## config.mk

```make
export PLATFORM = sky130hd
export DESIGN_NAME = reg_writeback
export DESIGN_NICKNAME = d
export VERILOG_FILES = /design/src/rtl/reg_writeback.sv
export SDC_FILE = /design/constraint.sdc
export NUM_CORES = 1
export LEC_CHECK = 0
export ABC_AREA = 1
export ABC_CLOCK_PERIOD_IN_PS = 3400
export BUFFER_PORTS_ARGS = -buffer_cell sky130_fd_sc_hd__clkbuf_2
export CAP_MARGIN = 40
export CELL_PAD_IN_SITES_DETAIL_PLACEMENT = 1
export CELL_PAD_IN_SITES_GLOBAL_PLACEMENT = 1
export CORE_UTILIZATION = 42
export CTS_CLUSTER_DIAMETER = 60
export DETAILED_ROUTE_END_ITERATION = 6
export PLACE_DENSITY_LB_ADDON = 0.1
export SLEW_MARGIN = 40
export SYNTH_ARGS = -nofsm -noshare
export SYNTH_HDL_FRONTEND = slang
export SYNTH_SLANG_ARGS = --single-unit
export TNS_END_PERCENT = 5
```

## constraint.sdc

```tcl
create_clock -name clk -period 3.4 [get_ports clk]
set_input_delay 0.17 -clock clk [delete_from_list [all_inputs] [get_ports clk]]
set_output_delay 0.17 -clock clk [all_outputs]
set_load 0.005 [all_outputs]
```

## src/rtl/reg_writeback.sv

```systemverilog
// reg_writeback: write-side companion to the integer register file.
//
// Merges single-cycle ALU results and long-latency load results onto the
// register file's single write port. ALU results always win; load results
// queue in a small FIFO until the ALU leaves a free cycle. A pending-load
// scoreboard flags source registers that still await a load writeback.
//
// Optional feature: define WB_FWD_EN to build the write-port forwarding
// comparators; without it the fwd_* outputs are tied to 0.
//
// Ports:
//   clk, rst_n                 clock, synchronous active-low reset
//   alu_valid/alu_rd/alu_data  ALU result (no backpressure)
//   ld_issue_valid/ld_issue_rd load issued, reserve destination
//   ld_valid/ld_rd/ld_data     load result offered, ld_ready accepts it
//   rs1, rs2 -> hz_rs1, hz_rs2 pending-load hazard queries
//   rd, data_des, reg_wen      register file write port (registered)
//   fwd_a/b_valid, fwd_a/b     forwarding of the in-flight write
//   ld_count                   FIFO occupancy
module reg_writeback #(
  parameter int unsigned WIDTH = 32,
  parameter int unsigned DEPTH = 4
) (
  input  logic                     clk,
  input  logic                     rst_n,
  input  logic                     alu_valid,
  input  logic [4:0]               alu_rd,
  input  logic [WIDTH-1:0]         alu_data,
  input  logic                     ld_issue_valid,
  input  logic [4:0]               ld_issue_rd,
  input  logic                     ld_valid,
  input  logic [4:0]               ld_rd,
  input  logic [WIDTH-1:0]         ld_data,
  output logic                     ld_ready,
  input  logic [4:0]               rs1,
  input  logic [4:0]               rs2,
  output logic                     hz_rs1,
  output logic                     hz_rs2,
  output logic [4:0]               rd,
  output logic [WIDTH-1:0]         data_des,
  output logic                     reg_wen,
  output logic                     fwd_a_valid,
  output logic                     fwd_b_valid,
  output logic [WIDTH-1:0]         fwd_a,
  output logic [WIDTH-1:0]         fwd_b,
  output logic [$clog2(DEPTH):0]   ld_count
);

  localparam int unsigned PtrW = $clog2(DEPTH);
  localparam int unsigned CntW = PtrW + 1;

  logic [4:0]       fifo_rd_q   [DEPTH];
  logic [WIDTH-1:0] fifo_data_q [DEPTH];
  logic [PtrW-1:0]  wr_ptr_q, rd_ptr_q;
  logic [CntW-1:0]  count_q, count_d;
  logic [31:0]      pend_q, pend_d;
  logic [4:0]       rd_q;
  logic [WIDTH-1:0] data_q;
  logic             wen_q;

  logic             push, pop, fifo_nempty, sel_valid;
  logic [4:0]       sel_rd, head_rd;
  logic [WIDTH-1:0] sel_data;

  // ld_ready looks at the current count only, so a full FIFO stays closed
  // even in a cycle where it also pops.
  assign ld_ready    = rst_n && (count_q != CntW'(DEPTH));
  assign fifo_nempty = (count_q != '0);
  assign head_rd     = fifo_rd_q[rd_ptr_q];

  always_comb begin
    push      = ld_valid && ld_ready;
    pop       = !alu_valid && fifo_nempty;
    sel_valid = alu_valid || fifo_nempty;
    sel_rd    = alu_valid ? alu_rd : head_rd;
    sel_data  = alu_valid ? alu_data : fifo_data_q[rd_ptr_q];

    count_d = count_q;
    unique case ({push, pop})
      2'b10:   count_d = count_q + CntW'(1);
      2'b01:   count_d = count_q - CntW'(1);
      default: count_d = count_q;
    endcase

    // Clear first so a same-edge re-issue of the committed register wins.
    pend_d = pend_q;
    if (pop) pend_d[head_rd] = 1'b0;
    if (ld_issue_valid && (ld_issue_rd != 5'd0)) pend_d[ld_issue_rd] = 1'b1;
  end

  always_ff @(posedge clk) begin
    if (!rst_n) begin
      wr_ptr_q <= '0;
      rd_ptr_q <= '0;
      count_q  <= '0;
      pend_q   <= '0;
      rd_q     <= '0;
      data_q   <= '0;
      wen_q    <= 1'b0;
    end else begin
      if (push) wr_ptr_q <= wr_ptr_q + PtrW'(1);
      if (pop)  rd_ptr_q <= rd_ptr_q + PtrW'(1);
      count_q <= count_d;
      pend_q  <= pend_d;
      wen_q   <= sel_valid && (sel_rd != 5'd0);
      if (sel_valid) begin
        rd_q   <= sel_rd;
        data_q <= sel_data;
      end
    end
  end

  // Storage needs no reset: push is already gated by rst_n through ld_ready.
  always_ff @(posedge clk) begin
    if (push) begin
      fifo_rd_q[wr_ptr_q]   <= ld_rd;
      fifo_data_q[wr_ptr_q] <= ld_data;
    end
  end

  assign rd       = rd_q;
  assign data_des = data_q;
  assign reg_wen  = wen_q;
  assign ld_count = count_q;

  // pend_q[0] is never set, so x0 queries read 0.
  assign hz_rs1 = pend_q[rs1];
  assign hz_rs2 = pend_q[rs2];

`ifdef WB_FWD_EN
  // Covers the cycle before the register file captures the write.
  assign fwd_a_valid = wen_q && (rd_q == rs1) && (rs1 != 5'd0);
  assign fwd_b_valid = wen_q && (rd_q == rs2) && (rs2 != 5'd0);
  assign fwd_a       = data_q;
  assign fwd_b       = data_q;
`else
  assign fwd_a_valid = 1'b0;
  assign fwd_b_valid = 1'b0;
  assign fwd_a       = '0;
  assign fwd_b       = '0;
`endif

endmodule

```

==> results.py <==
metrics = {
    "timing": {
        "fin_setup_tns_ns": 0,
        "slew_headroom": 0.461,
        "rsz0062_at_grt": "no",
        "setup_slack_ns": 1.02,
        "clock_skew_ns": 0.00783,
        "timing.final.crit_period_ns": 2.38,
        "hold_violations": 0,
        "tightest_slew_ns": 0.806,
        "finalCritPeriodShare": 0.699,
        "slew_viol_final": 0,
        "finalSetupViolCount": 0,
        "maxClockFrequency_ghz": 0.421,
    },
    "placement": {
        "post_dp_cell_area_um2": 11100,
        "portBuffers": 137,
        "post-place-ws_ns": 1.02,
        "hpwlAfterDp_um": 18000,
        "gp_congestion": 0.821,
    },
    "global_route": {
        "antenna_found_initial": 0,
        "grt_util_all_layers": 0.224,
        "grt.overflow.total": 0,
        "grt_max_degree": 76,
        "grt_pass1_vias": 8498,
        "grt_pass1_wl_um": 45000,
    },
    "clock_network": {
        "insertion_delay_ns": 0.53,
        "clkTransAtPathRegs_ns": 0.06,
        "htreeDepth": 1,
        "numCtsBuffers": 25,
        "cts.sinks": 227,
        "cts_resized": 0,
        "tritoncts": "done",
        "cts_buffer_depth": 3,
        "clockRootBuffer": "clkbuf_16",
    },
    "yosys": {
        "synth-seq-cells": 227,
        "netlist_area_um2": 10400,
        "synth_xor_area_frac": 0,
        "avgSynthCellArea_um2": 9.59,
        "synth-edff-count": 148,
        "syn_inst": 1080,
        "synth_compound_gate_area_share": 0.124,
        "async_flop_share": 0,
        "ys.flop_type": "edfxtp_1",
        "synth_top_family_by_area": "simple AND/OR/NAND/NOR gates",
        "synth.area.top_cells": "edfxtp_1 43%, dfxtp_1 15%, nand2_1 10%, o21ai_0 5.3%, buf_4 5.1%",
        "synth_top_area_frac": 0.429,
        "muxShareOfSynthArea": 0,
        "yosys_warnings": 0,
        "yosysTopAreaCell": "edfxtp_1",
        "ys_seq_area_frac": 0.582,
        "synth_simple_gate_area_share": 0.192,
        "synth_cell_types": 34,
        "synthAdderAreaFrac": 0.00797,
    },
    "cells_and_area": {
        "diodes": 0,
        "final_cell_area_um2": 12700,
        "areaGrowthSynthToFinish_pct": 22.2,
        "fin_nets": 1371,
        "drive_gt1_frac": 0.203,
        "final_core_util": 0.522,
    },
    "power": {
        "powerDensity_nw_per_um2": 617,
        "ir_worst_vdd_uv": 421,
        "comb_power_share": 0.212,
        "seq_power_share": 0.417,
        "switchingPower_w": 0.00233,
        "finalPower_w": 0.00781,
        "leakagePower_nw": 4.92,
        "p_clk_frac": 0.371,
        "p_sw_frac": 0.298,
        "p_int_w": 0.00548,
    },
    "floorplan": {
        "die_w_um": 159,
        "die_h_um": 159,
        "row_count": 57,
        "start_util": 0.427,
        "coreArea_um2": 24200,
        "die_area_um2": 25300,
        "ios": 204,
    },
    "setup_path": {
        "cp_max_fo": 9,
        "crit_type": "reg2reg",
        "arrival_ns": 2.78,
        "cp-end-kind": "flop",
        "startpoint_type": "flop",
        "required_ns": 3.81,
    },
    "detailed_routing": {
        "met1_length_um": 12400,
        "via_per_inst": 5.03,
        "dr_wl_met3_um": 1290,
        "wl_per_cell_um": 17.4,
        "finalWirelength_um": 28000,
        "first_iter_violations": 373,
        "post-route-drc-count": 0,
        "dr.pass1.iters": 4,
        "wl_met2_um": 13800,
        "top_layer_used": "met4",
        "vias": 8118,
        "ant_nets": 0,
    },
    "job": {
        "drv_cap": 0,
    },
    "run_status": {
        "status": "complete, no violations",
    },
    "min_path": {
        "hp-class": "in2reg",
    },
}
==> cell type report <==
type | count | area, µm²
Sequential cell | 227 | 6030
Timing Repair Buffer | 221 | 1510
Multi-Input combinational cell | 750 | 3640
Fill cell | 2770 | 11600
Tap cell | 324 | 405
Clock inverter | 16 | 223
Inverter | 46 | 175
Clock buffer | 30 | 664
==> path summary, 6_finish.rpt <==
| kind | from | end | slack (ns) | cells after the start |
|---|---|---|---|---|
| max | ld_count[0] | ld_count[2] | 1.02 | 10 |
| min | ld_issue_rd[2] | pend_q[27] | 0.03 | 4 |
| max reg2reg | ld_count[0] | ld_count[2] | 1.02 | 10 |
| min reg2reg | pend_q[0] | pend_q[0] | 0.46 | 2 |
==> cell usage in the layout, fill, tap and decap left out, drive strengths merged, types with 2 or more instances in the layout <==
cell / netlist / routed
nand2: 290 / 290
clkbuf: 19 / 167
edfxtp: 148 / 148
o21ai: 109 / 109
nor2: 88 / 88
dfxtp: 79 / 79
dlygate4sd3: 0 / 69
conb: 1 / 66
nand3: 65 / 65
inv: 46 / 48
a21oi: 45 / 45
o22ai: 32 / 32
a31oi: 32 / 32
buf: 103 / 15
clkinv: 0 / 8
ha: 5 / 5
bufinv: 0 / 5
nor3: 4 / 4
o211ai: 4 / 4
nand4: 3 / 3
and2: 2 / 2
==> worst max-delay path, stage by stage, from the launching register on <==
cell	delay, ns
dfxtp_1	0.32
nor2_1	0.27
a21oi_1	0.13
nand2_1	0.40
ha_1	0.23
inv_1	0.07
fa_1	0.38
a21oi_1	0.14
o21ai_0	0.10
o21ai_0	0.16
a21oi_1	0.06
==> synthesized netlist by cell type (5+ instances only) <==
| cell | count |
|---|---|
| nand2_1 | 276 |
| edfxtp_1 | 148 |
| o21ai_0 | 109 |
| dfxtp_1 | 79 |
| nor2_1 | 76 |
| buf_4 | 70 |
| nand3_1 | 56 |
| inv_1 | 42 |
| a31oi_1 | 32 |
| o22ai_1 | 32 |
| buf_2 | 29 |
| a21oi_1 | 24 |
| a21oi_2 | 21 |
| clkbuf_1 | 19 |
| nand2_2 | 11 |
| nor2_4 | 10 |
| nand3_2 | 9 |
| ha_1 | 5 |
==> power groups by stage <==
stage               Sequential [W]  Clock (W)  Combinational (W)
CTS                        0.00326    0.00295            0.00167
global placement           0.00331          0            0.00156
global route               0.00328    0.00306            0.00184
finish                     0.00326    0.00290            0.00165
floorplan                  0.00332          0            0.00110
detailed placement         0.00331          0            0.00160
==> kinds of logic (layout without fill, tap and decap cells) <==
logic type,count (synthesis),in the layout
AOI/OAI and AO/OA,223,223
and+or+nand+nor,455,455
other,1,66
adders and majority gates,6,6
buffers and inverters,168,313
DFF,227,227
==> layer usage <==
layer	track usage	up-vias
met5	0	-
met4	0.0608	0
met3	0.0274	43
met2	0.401	205
met1	0.284	3921
li1	-	3949
==> metrics by stage <==
step / hold WS (ns) / std cells
global placement: 0.390 / 1499
finish: 0.0251 / 1614
floorplan: 0.269 / 1145
detailed placement: 0.394 / 1499
global route: 0.0175 / 1614
CTS: 0.00653 / 1614
==> what timing repair did <==
action	in CTS	in global routing
hold buffers	69	0
setup buffers	0	0
hold endpoints to repair	180	0
==> state kept, by name, indices dropped and copies added (netlist names), named ones only <==
signal       flops
pend_q          32
fifo_rd_q       20
reg_wen          1
data_des        32
rd_ptr_q         2
ld_count         3
fifo_data_q    128
wr_ptr_q         2
rd               5
No activity file was read; power rests on OpenSTA's default activity.
